<file path="src/rtl/icache_refill_unit_pkg.sv">
// Shared constants and state encoding for the instruction-cache refill unit.
package icache_refill_unit_pkg;

    typedef enum logic [1:0] {
        ST_IDLE   = 2'd0,
        ST_REQ    = 2'd1,
        ST_DATA   = 2'd2,
        ST_UPDATE = 2'd3
    } refill_state_e;

    localparam int LINE_BITS        = 256;
    localparam int BEAT_BITS        = 64;
    localparam int BEATS_PER_LINE   = 4;
    localparam int ADDR_BITS        = 64;
    localparam int TAG_WIDTH_DEF    = 51;
    localparam int INDEX_WIDTH_DEF  = 8;
    localparam int OFFSET_WIDTH_DEF = 5;

endpackage

</file>
<file path="src/rtl/icache_refill_unit_line_assembler.sv">
// Collects 64-bit beats into a 256-bit line; beat k lands in line[64k : 64k+63].
module refill_line_assembler
    import icache_refill_unit_pkg::*;
(
    input  logic                   clk,
    input  logic                   rst,
    input  logic                   clear,
    input  logic                   wr_en,
    input  logic [1:0]             wr_idx,
    input  logic [0:BEAT_BITS-1]   wr_data,
    output logic [0:LINE_BITS-1]   line
);

    logic [7:0] base;

    assign base = {wr_idx, 6'd0};

    // Line register: cleared at refill start, written one beat at a time.
    always_ff @(posedge clk or posedge rst) begin
        if (rst) begin
            line <= '0;
        end else if (clear) begin
            line <= '0;
        end else if (wr_en) begin
            line[base +: BEAT_BITS] <= wr_data;
        end
    end

endmodule

</file>
<file path="src/rtl/icache_refill_unit.sv">
// Instruction-cache miss refill: one line read, four beats, one update strobe.
// Optional build macro REFILL_TIMEOUT_EN aborts a refill that stalls for TIMEOUT_CYCLES.
module icache_refill_unit
    import icache_refill_unit_pkg::*;
#(
    parameter int TAG_WIDTH      = TAG_WIDTH_DEF,
    parameter int INDEX_WIDTH    = INDEX_WIDTH_DEF,
    parameter int OFFSET_WIDTH   = OFFSET_WIDTH_DEF,
    parameter int TIMEOUT_CYCLES = 256
) (
    input  logic                    clock_i,
    input  logic                    reset_i,
    input  logic                    isCacheMiss_i,
    input  logic [0:TAG_WIDTH-1]    missTag_i,
    input  logic [0:INDEX_WIDTH-1]  missIndex_i,
    output logic                    memReadReq_o,
    output logic [0:ADDR_BITS-1]    memAddr_o,
    input  logic                    memReadAck_i,
    input  logic                    memDataValid_i,
    input  logic [0:BEAT_BITS-1]    memData_i,
    output logic [0:TAG_WIDTH-1]    newTag_o,
    output logic [0:INDEX_WIDTH-1]  newIndex_o,
    output logic [0:OFFSET_WIDTH-1] newOffset_o,
    output logic [0:LINE_BITS-1]    newCacheline_o,
    output logic                    cacheUpdateEnable_o,
    output logic                    busy_o,
    output logic                    refillError_o
);

    refill_state_e            state_r, state_nxt_s;
    logic [0:TAG_WIDTH-1]     tag_r, tag_nxt_s;
    logic [0:INDEX_WIDTH-1]   index_r, index_nxt_s;
    logic                     armed_r;
    logic [1:0]               beat_cnt_r;
    logic                     latch_s, beat_s, timeout_s;
    logic                     req_nxt_s, upd_nxt_s, busy_nxt_s;
    logic [0:ADDR_BITS-1]     addr_nxt_s;
    logic [0:TAG_WIDTH-1]     new_tag_nxt_s;
    logic [0:INDEX_WIDTH-1]   new_index_nxt_s;

    assign latch_s     = (state_r == ST_IDLE) && isCacheMiss_i && armed_r;
    assign beat_s      = (state_r == ST_DATA) && memDataValid_i;
    assign tag_nxt_s   = latch_s ? missTag_i : tag_r;
    assign index_nxt_s = latch_s ? missIndex_i : index_r;
    assign newOffset_o = '0;

`ifdef REFILL_TIMEOUT_EN
    localparam int PROG_BITS = $clog2(TIMEOUT_CYCLES + 1);
    logic [PROG_BITS-1:0] prog_cnt_r;
    logic                 progress_s, waiting_s;

    assign waiting_s  = (state_r == ST_REQ) || (state_r == ST_DATA);
    assign progress_s = latch_s || ((state_r == ST_REQ) && memReadAck_i) || beat_s;
    assign timeout_s  = waiting_s && !progress_s &&
                        (prog_cnt_r == PROG_BITS'(TIMEOUT_CYCLES - 1));

    // Progress watchdog: restarts on any ack or beat, idles outside REQ/DATA.
    always_ff @(posedge clock_i or posedge reset_i) begin
        if (reset_i) begin
            prog_cnt_r <= '0;
        end else if (progress_s || timeout_s || !waiting_s) begin
            prog_cnt_r <= '0;
        end else begin
            prog_cnt_r <= prog_cnt_r + 1'b1;
        end
    end
`else
    // Without the watchdog a refill never aborts; the comparison is constant false.
    assign timeout_s = (TIMEOUT_CYCLES < 0);
`endif

    // State register.
    always_ff @(posedge clock_i or posedge reset_i) begin
        if (reset_i) begin
            state_r <= ST_IDLE;
        end else begin
            state_r <= state_nxt_s;
        end
    end

    // Next-state logic.
    always_comb begin
        state_nxt_s = state_r;
        case (state_r)
            ST_IDLE:   state_nxt_s = latch_s ? ST_REQ : ST_IDLE;
            ST_REQ: begin
                if (timeout_s)         state_nxt_s = ST_IDLE;
                else if (memReadAck_i) state_nxt_s = ST_DATA;
                else                   state_nxt_s = ST_REQ;
            end
            ST_DATA: begin
                if (timeout_s)
                    state_nxt_s = ST_IDLE;
                else if (beat_s && (beat_cnt_r == 2'(BEATS_PER_LINE - 1)))
                    state_nxt_s = ST_UPDATE;
                else
                    state_nxt_s = ST_DATA;
            end
            ST_UPDATE: state_nxt_s = ST_IDLE;
            default:   state_nxt_s = ST_IDLE;
        endcase
    end

    // Miss capture, beat counter and re-arm tracking; a held miss level stays disarmed.
    always_ff @(posedge clock_i or posedge reset_i) begin
        if (reset_i) begin
            tag_r      <= '0;
            index_r    <= '0;
            beat_cnt_r <= 2'd0;
            armed_r    <= 1'b1;
        end else begin
            tag_r   <= tag_nxt_s;
            index_r <= index_nxt_s;
            if (latch_s || timeout_s) begin
                beat_cnt_r <= 2'd0;
            end else if (beat_s) begin
                beat_cnt_r <= beat_cnt_r + 2'd1;
            end
            if (timeout_s || latch_s) begin
                armed_r <= 1'b0;
            end else if (!isCacheMiss_i) begin
                armed_r <= 1'b1;
            end
        end
    end

    // Output decode from the upcoming state so every output is a flop.
    always_comb begin
        req_nxt_s       = (state_nxt_s == ST_REQ);
        upd_nxt_s       = (state_nxt_s == ST_UPDATE);
        busy_nxt_s      = (state_nxt_s != ST_IDLE);
        addr_nxt_s      = '0;
        new_tag_nxt_s   = '0;
        new_index_nxt_s = '0;
        if (req_nxt_s) begin
            addr_nxt_s = ADDR_BITS'({tag_nxt_s, index_nxt_s, {OFFSET_WIDTH{1'b0}}});
        end else begin
            addr_nxt_s = '0;
        end
        if (upd_nxt_s) begin
            new_tag_nxt_s   = tag_nxt_s;
            new_index_nxt_s = index_nxt_s;
        end else begin
            new_tag_nxt_s   = '0;
            new_index_nxt_s = '0;
        end
    end

    // Output registers.
    always_ff @(posedge clock_i or posedge reset_i) begin
        if (reset_i) begin
            memReadReq_o        <= 1'b0;
            memAddr_o           <= '0;
            cacheUpdateEnable_o <= 1'b0;
            newTag_o            <= '0;
            newIndex_o          <= '0;
            busy_o              <= 1'b0;
            refillError_o       <= 1'b0;
        end else begin
            memReadReq_o        <= req_nxt_s;
            memAddr_o           <= addr_nxt_s;
            cacheUpdateEnable_o <= upd_nxt_s;
            newTag_o            <= new_tag_nxt_s;
            newIndex_o          <= new_index_nxt_s;
            busy_o              <= busy_nxt_s;
            refillError_o       <= timeout_s;
        end
    end

    refill_line_assembler u_line (
        .clk     (clock_i),
        .rst     (reset_i),
        .clear   (latch_s || timeout_s),
        .wr_en   (beat_s),
        .wr_idx  (beat_cnt_r),
        .wr_data (memData_i),
        .line    (newCacheline_o)
    );

endmodule

</file>
<file path="config.mk">
export PLATFORM = sky130hd
export DESIGN_NAME = icache_refill_unit
export DESIGN_NICKNAME = d
export VERILOG_FILES = /design/src/rtl/icache_refill_unit_pkg.sv /design/src/rtl/icache_refill_unit_line_assembler.sv /design/src/rtl/icache_refill_unit.sv
export SDC_FILE = /design/constraint.sdc
export NUM_CORES = 1
export LEC_CHECK = 0
export CORE_MARGIN = 2
export CORE_UTILIZATION = 40
export CTS_CLUSTER_DIAMETER = 100
export DETAILED_ROUTE_END_ITERATION = 8
export GPL_TIMING_DRIVEN = 0
export MAX_ROUTING_LAYER = met4
export PLACE_DENSITY = 0.7
export SLEW_MARGIN = 30
export SYNTH_ARGS = -nofsm -noshare
export SYNTH_HDL_FRONTEND = slang
export SYNTH_SLANG_ARGS = --single-unit
</file>
<file path="constraint.sdc">
create_clock -name clock_i -period 31.4 [get_ports clock_i]
set_clock_uncertainty 0.05 [all_clocks]
set_input_delay 6.28 -clock clock_i [delete_from_list [all_inputs] [get_ports clock_i]]
set_output_delay 6.28 -clock clock_i [all_outputs]
set_load 0.01 [all_outputs]
</file>
Yosys cells after proc, flatten, opt, wreduce, memory -nomap -nowiden. Cells that the tools add are included.

Bits in registers: 446. Output and inout bits: 388. Word-level logic and storage cells: 47.

$add $sub $neg: 2. Equality and inequality tests: 7. Shift operators: 2. Mux-type cells: 16. Bitwise logic cells: 1. Reductions and logical operators: 7.

Operator list (number): $mux W256 (2); $shift A257 B10 Y256 const A (1); $shiftx A257 B10 Y256 (1); $bwmux W256 (1); $mux W51 (2); $mux W64 (1); $mux W8 (2); $neg A9 Y10 (1); $not A8 Y9 (1); $eq A2 B2 Y1 const B (4); $pmux W2 S4 (1); $mux W2 (3); $eq A2 B1 Y1 const B (2); $logic_and A1 B1 Y1 (4); $mux W1 (4); $reduce_bool A2 Y1 (2); $add A2 B1 Y2 const B (1); $logic_not A2 Y1 (1); $ne A2 B1 Y1 const B (1).

Depth between registers and ports, before layout.
Depth after elaboration: 7. Depth in mapped cells: 7. Depth with buffers taken out: 5.

Cells and area by module. Synthesis repeated with hierarchy kept, for this count alone.

Cells, all modules: 1500. Area, all modules: 18479.0 sq um.

By module, submodules not included: refill_line_assembler (instances 1, cells each 902, area each 11390.9 sq um); icache_refill_unit (instances 1, cells each 598, area each 7088.0 sq um).

Least setup slack after synthesis. Ideal clock, no wire load.

Kind: input-to-reg. Start point: in isCacheMiss_i. End point: reg memAddr_o[1] in the netlist's numbering. Data arrival time: 7.184 ns. Required time: 31.225 ns. Path slack: 24.041 ns. Cell stages on the path: 6. Cells stage by stage: and4bb_1 -> buf_4 -> buf_6 -> buf_12 -> mux2i_2 -> nor2_1.

Cells in the longest elaborated chain, start to end: 6. Elaborated cells on any way between the ends: 7. Those cells by class: 1 x eq/ne; 4 x mux; 2 x reduce/logical.

Ends and longest elaborated chain: start, declared (line icache_refill_unit.sv:13) `input logic isCacheMiss_i,`; $logic_and A1 B1 Y1 * (2 in a row) (line icache_refill_unit.sv:41) `assign latch_s = (state_r == ST_IDLE) && isCacheMiss_i && armed_r;`; $mux W1 (line icache_refill_unit.sv:85) `ST_IDLE: state_nxt_s = latch_s ? ST_REQ : ST_IDLE;`; $pmux W2 S4 (line icache_refill_unit.sv:84) `case (state_r)`; $eq A2 B1 Y1 (line icache_refill_unit.sv:129) `req_nxt_s = (state_nxt_s == ST_REQ);`; $mux W64 * (line icache_refill_unit.sv:135) `if (req_nxt_s) begin`; via addr_nxt_s (one bit) (line icache_refill_unit.sv:37) `logic [0:ADDR_BITS-1] addr_nxt_s;`; end signal, assigned (line icache_refill_unit.sv:161) `memAddr_o <= addr_nxt_s;`; end, declared (line icache_refill_unit.sv:17) `output logic [0:ADDR_BITS-1] memAddr_o,`.

Mark *: on every way through the listed nets, which the timed path passes. The rest lies on a longest branch. A chain may end at the register's enable or synchronous reset.

Final worst setup path.
Start point: reg u_line.line[159] in the netlist's numbering. End point: out newCacheline_o[159] in the netlist's numbering.

RTL lines: start, declared (line icache_refill_unit_line_assembler.sv:11) `output logic [0:LINE_BITS-1] line`; start signal, assigned by index (line icache_refill_unit_line_assembler.sv:25) `line[base +: BEAT_BITS] <= wr_data;`; end, declared (line icache_refill_unit.sv:24) `output logic [0:LINE_BITS-1] newCacheline_o,`.

No word-level cell between the ends.

==> flow_summary_export.csv <==
group,metric,value,unit
final_layout,nets,2257,
drt,vias,13870,
power,p_per_area,75.7,nW/um^2
floorplanning,fp.dieH,208,um
logic_synthesis,syn_avg_cell_area,10.7,sq um
logic_synthesis,yosysWarnings,0,
grt,antenna_found_initial,1,
sta,worst_slack,23.45,ns
worst_setup_path,critPathSlowestCell,"clkdlybuf4s50_1",
floorplanning,fp.dieArea,43300,sq um
clocking,clk_path_buf_depth,3,
drt,detail-route-antenna-nets,0,
grt,gr-total-overflow,0,
clocking,postCtsSetupRepairBufs,0,
sta,fin_tns_setup,0,ns
grt,grt_pass1_vias,14259,
clocking,postCtsHoldBufs,0,
worst_setup_path,crit_path_start_kind,"register",
final_layout,drive_gt1_frac,0.0807,
grt,grt_max_degree,95,
drt,drc,0,
drt,wl_per_cell,22.1,um
clocking,cts_resized,0,
worst_setup_path,cp_top_family,"buffers and inverters",
sta,setup-violations-final,0,
sta,relSlewSlack,0.541,
clocking,cts_tree,"done",
sta,period_needed,7.95,ns
place,place_ws,22.94,ns
place,dp_hpwl,43200,um
job,drv_cap,0,
logic_synthesis,synthTopCellsByCount,"dfrtp_1, a21oi_1, nand2_1, nand3_1, nor2_1",
logic_synthesis,synth_top_cell_area_share,0.660,
worst_hold_path,hold_path.class,"reg2reg",
floorplanning,pin_count,516,
drt,dr.pass1.iters,5,
sta,max_freq,0.126,GHz
clocking,cts_htree_levels,2,
logic_synthesis,synth-seq-cells,441,
worst_setup_path,cp_data_required_time,25.07,ns
sta,maxSlewViolCount,0,
logic_synthesis,ys_top_cells_by_area,"dfrtp_1, a21oi_1, nand3_1",
worst_setup_path,worstSetupPathType,"reg2out",
worst_setup_path,cp_data_arrival_time,1.62,ns
sta,rsz0062_at_grt,"false",
grt,grt_usage,0.281,
logic_synthesis,synth.most_common_cell,"dfrtp_1",
power,total_power,1820,uW
status,status,"complete, no violations",
clocking,clkLatencyLatePin,0.57,ns
clocking,clk_pin_slew,0.06,ns
floorplanning,placementRows,74,
power,leakagePower,0.0107,uW
power,peakVddDrop,0.0576,mV
place,numPortBuffers,504,
logic_synthesis,yosysTopAreaCell,"dfrtp_1",
worst_setup_path,critPathMaxStageDelay,0.64,ns
logic_synthesis,synthArstFlopShare,1.00,
grt,grt_pass1_wl,88700,um
logic_synthesis,synth.distinct_cells,34,
floorplanning,die_w,208,um
logic_synthesis,synthesis.instances,1556,
final_layout,area_delta_synth_final,44.1,%
worst_setup_path,crit_fanout,2,
drt,via_per_inst,5.16,
logic_synthesis,netlist_area,16700,sq um
floorplanning,core-area,41000,sq um
sta,worst_pin_slew,0.684,ns
clocking,cts_inserted_buffers,47,
worst_setup_path,path_buf_inv,1,
place,place_congestion,0.888,
sta,fin_crit_sh,0.253,
logic_synthesis,ys_seq_area_frac,0.662,
clocking,cts-root-buf,"clkbuf_16",
sta,holdWs,0.452,ns
drt,finalWirelength,59400,um
logic_synthesis,synth_flop_cell,"dfrtp_1",
clocking,clock_sinks,441,
logic_synthesis,synth-edff-count,0,
floorplanning,start_util,0.407,
drt,drt-initial-drc-count,1116,
worst_setup_path,critPathCaptureType,"output port",
worst_setup_path,path_cells,"clkdlybuf4s50_1",
sta,hold_violations,0,
sequential cells by signal, indices dropped and copies added (netlist names), 2 cells and up:
name and count:
u_line.line 256, memAddr_o 59, newTag_o 51, tag_r 51, index_r 8, newIndex_o 8, beat_cnt_r 2, state_r 2
cells by family (layout without fill, tap and decap cells):
| group | count (synthesis) | in the layout | share of synthesized area |
|---|---|---|---|
| buffers and inverters | 201 | 790 | 0.0564 |
| other | 1 | 12 | 0.000225 |
| DFF | 441 | 441 | 0.662 |
| muxes | 60 | 60 | 0.0383 |
| adders and majority gates | 4 | 4 | 0.00300 |
| xor gates and xnor gates | 1 | 1 | 0.000525 |
| AOI/OAI and AO/OA | 262 | 262 | 0.0862 |
| and+or+nand+nor | 586 | 586 | 0.154 |
report_power, final:
group / switching [uW] / total (uW) / internal [uW]
clock network: 225 / 535 / 309
logic: 321 / 552 / 232
registers: 49.7 / 733 / 683
layout by cell type, fill, tap and decap left out, types with 2 or more instances in the layout:
master           netlist  routed
buf_4                 21      21
nor2_1               121     120
bufinv_16              0       2
a22o_1                33      33
a21oi_1              225     225
conb_1                 1      11
mux2i_2               10      10
nand3_1              224     224
clkbuf_8               0       8
clkbuf_16              0      47
buf_1                  4       4
o21ai_0                2       2
mux2i_1               50      50
nor2b_1                3       3
ha_1                   4       4
clkbuf_1              47      60
nor2_2                 1       2
clkdlybuf4s50_1        0     504
buf_16                 0       5
and4b_1                3       3
clkinv_2               0       7
nand2_1              224     224
buf_6                  2       2
nand4b_1               4       4
inv_1                 64      63
buf_2                 59      59
clkbuf_2               2       2
dfrtp_1              440     440
layout make-up:
type	instances	area, sq um
antenna	1	2.50
buffer	136	697
clock buffer	68	1340
clock inverter	11	111
fill	3418	17000
inverter	65	251
multi-input combinational	924	4740
sequential	441	11000
tap	532	666
timing repair buffer	510	5200
final timing paths:
path	cells after the start	end	slack, ns	from
max	1	newCacheline_o[159]	23.45	u_line.line[159]
min	2	tag_r[1]	0.45	tag_r[1]
max reg2reg	7	u_line.line[25]	29.16	beat_cnt_r[0]
min reg2reg	2	tag_r[1]	0.45	tag_r[1]
max in group asynchronous	5	memAddr_o[39]	23.69	reset_i
min in group asynchronous	2	u_line.line[184]	6.07	reset_i
metrics by stage:
stage                     utilization  instance area [sq um]  cells
after floorplan                     -                  16700   1566
after global placement          0.547                  22400   2602
after detailed placement        0.551                  22600   2608
after CTS                       0.586                  24000   2687
after global routing            0.586                  24000   2688
final                           0.586                  24000   2688
metal layers:
metal	share of wire	wire length (um)	vias up	track usage
li1	-	-	6285	-
met1	0.39	23000	6844	0.331
met4	0.038	2270	0	0.112
met2	0.47	28000	625	0.444
met3	0.10	6090	116	0.0986
met5	0	0	-	-
(Power assumes the default switching activity.)
==> edit (same settings) <==
Take the reset off `newTag_o` and load it in a clocked block of its own.
--- a/src/rtl/icache_refill_unit.sv
+++ b/src/rtl/icache_refill_unit.sv
@@ -152,7 +152,6 @@
             memReadReq_o        <= 1'b0;
             memAddr_o           <= '0;
             cacheUpdateEnable_o <= 1'b0;
-            newTag_o            <= '0;
             newIndex_o          <= '0;
             busy_o              <= 1'b0;
             refillError_o       <= 1'b0;
@@ -160,11 +159,14 @@
             memReadReq_o        <= req_nxt_s;
             memAddr_o           <= addr_nxt_s;
             cacheUpdateEnable_o <= upd_nxt_s;
-            newTag_o            <= new_tag_nxt_s;
             newIndex_o          <= new_index_nxt_s;
             busy_o              <= busy_nxt_s;
             refillError_o       <= timeout_s;
         end
+    end
+
+    always_ff @(posedge clock_i) begin
+        newTag_o <= new_tag_nxt_s;
     end
 
     refill_line_assembler u_line (
Behaviour: same outputs for any inputs over 4 cycles, from zero or initial values and one cycle with reset_i high; that may be too few to reach the edited logic, so the function may still have changed.
==> edit against the original RTL <==
Wire length is 13% lower; count of clock-buffer cells in the layout is 1 lower; cell area is 3.0% lower; synthesized cell count is 18% lower; sequential cell count stayed put; synthesized area is 5.1% lower; setup slack better by 55 ps; total power is 1.6% higher; die area is 5.0% lower; highest routed layer unchanged.
==> edit: results (changes against the original RTL) <==
- The total area of multi-input combinational cells is 0.00412 mm² (-13%).
- The net total in the final layout came to 1,968 (-13%).
- The synthesized netlist cell count came to 1,270 (-18%).
- The multiplexer area fraction after synthesis is 3.80% (-0.030 points).
- The estimated wirelength of the detail-placed design was 37,500 µm (-13%).
- The fraction of standard cell area that is sequential is 46.2% (+0.33 points).
- The clock buffer instance count of the final layout is 67 (-1.5%).
- The met1 track demand over resource is 30.1% (-2.9 points).
- The worst register-to-register path begins at beat_cnt_r[1].
- The run finished with clean final reports.
- The buffer share of cell area is 25.1% (+0.60 points).
- The post-route worst hold slack is 449 ps (-2.46 ps).
- The register-to-register setup slack is 29,140 ps (-20 ps).
- The number of DRC violations after detailed-routing iteration 0 is 566 (-49%).
- The count of placed standard cells including taps is 2,305 (-12%).
- The fraction of met3 tracks used by global routing is 8.68% (-1.2 points).
- The share of async-settable or async-resettable flops after synthesis came to 88.4% (-12 points).
- The total of buffers placed on input and output ports was 503 (-0.20%).
- The filler cell count is 3,133 (-8.3%).
- The largest incremental delay on the critical path is 590 ps (-50 ps).
- The count of multi-input combinational gates is 668 (-28%).
- The hold path startpoint is tag_r[27].
- The post-synthesis xor/xnor area fraction is 0.0554% (+0.0028 points).
- The number of signal-net buffers in the layout came to 612 (-5.3%).
- The compound-gate portion of the synthesized area is 12.5% (+3.9 points).
- The via count of the first global-routing pass came to 12.7k (-11%).
- The final estimated routing congestion in global placement came to 0.847 (-4.6%).
- The post-place setup slack is 22,950 ps (+13.5 ps).
- Ranked by total cell area, the synthesized netlist is headed by sky130_fd_sc_hd__dfrtp_1 (62%), sky130_fd_sc_hd__a22o_1 (8.9%), sky130_fd_sc_hd__dfxtp_1 (6.5%).
- The total wirelength of the detailed-routed design came to 51,600 µm (-13%).
- The proportion of total power due to net switching is 31.1% (-1.7 points).
- The detailed-router iteration count before antenna repair came to 4 (-1).
- The global-route met2 utilization came to 41.8% (-2.6 points).
- The leakage power of the design is 10.5 nW (-1.8%).
- The fraction of layout cells with a size suffix above 1 is 8.97% (+0.90 points).
- The endpoint of the worst hold path is tag_r[27].
- The all-layer global routing usage is 25.7% (-2.4 points).
- The number of distinct library cells after synthesis was 33 (-2.9%).
- The routed length per instance is 21.6 µm (-2.3%).
- The length in cells of the worst reg-to-reg path is 6 (-1).
- The end point of the critical path is newCacheline_o[167].
- Sorting the synthesized cells by how often they occur yields sky130_fd_sc_hd__dfrtp_1 (389), sky130_fd_sc_hd__a22o_1 (161), sky130_fd_sc_hd__nor2_1 (121).
- The number of tap instances was 518 (-2.6%).
==> edit: changes by cell type in the layout (fill, tap and decap cells not counted), sizes merged, moves of 3 or more <==
cell | unedited run | this run
bufinv | 2 | 5
buf | 93 | 82
dfxtp | 0 | 51
dfrtp | 440 | 389
clkinvlp | 1 | 5
clkbuf | 117 | 94
a22o | 33 | 161
nand3 | 224 | 96
a21oi | 225 | 97
nand2 | 224 | 98
==> edit: per-layer routing <==
| metal | share of wire, % | up-vias |
|---|---|---|
| li1 | - | 5466 |
| met1 | 39 | 6127 |
| met2 | 49 | 482 |
| met3 | 9.5 | 90 |
| met4 | 2.7 | 0 |
| met5 | 0 | - |
==> edit: worst reg2reg max path, stage by stage (launching register included) <==
cell	delay [ps]
sky130_fd_sc_hd__dfrtp_1	480
sky130_fd_sc_hd__inv_1	190
sky130_fd_sc_hd__ha_1	240
sky130_fd_sc_hd__nand2_1	110
sky130_fd_sc_hd__nor3_4	700
sky130_fd_sc_hd__buf_6	250
sky130_fd_sc_hd__a22o_1	170
==> edit: power by group through the flow <==
stage	Combinational [W]	Sequential [W]	Clock, W
final	0.000534	0.000733	0.000582
after CTS	0.000541	0.000733	0.000593
after global routing	0.000577	0.000745	0.000615
after detailed placement	0.000538	0.000741	0
after global placement	0.000527	0.000739	0
after floorplan	0.000223	0.000773	0
==> edit: logic make-up (layout without fill, tap and decap cells) <==
| group | after synthesis | count (layout) |
|---|---|---|
| simple gates | 328 | 328 |
| xor+xnor | 1 | 1 |
| fa+ha+maj | 4 | 4 |
| compound gates | 264 | 264 |
| flops | 441 | 441 |
| other cells | 1 | 12 |
| mux | 60 | 60 |
| buf+inv | 171 | 763 |
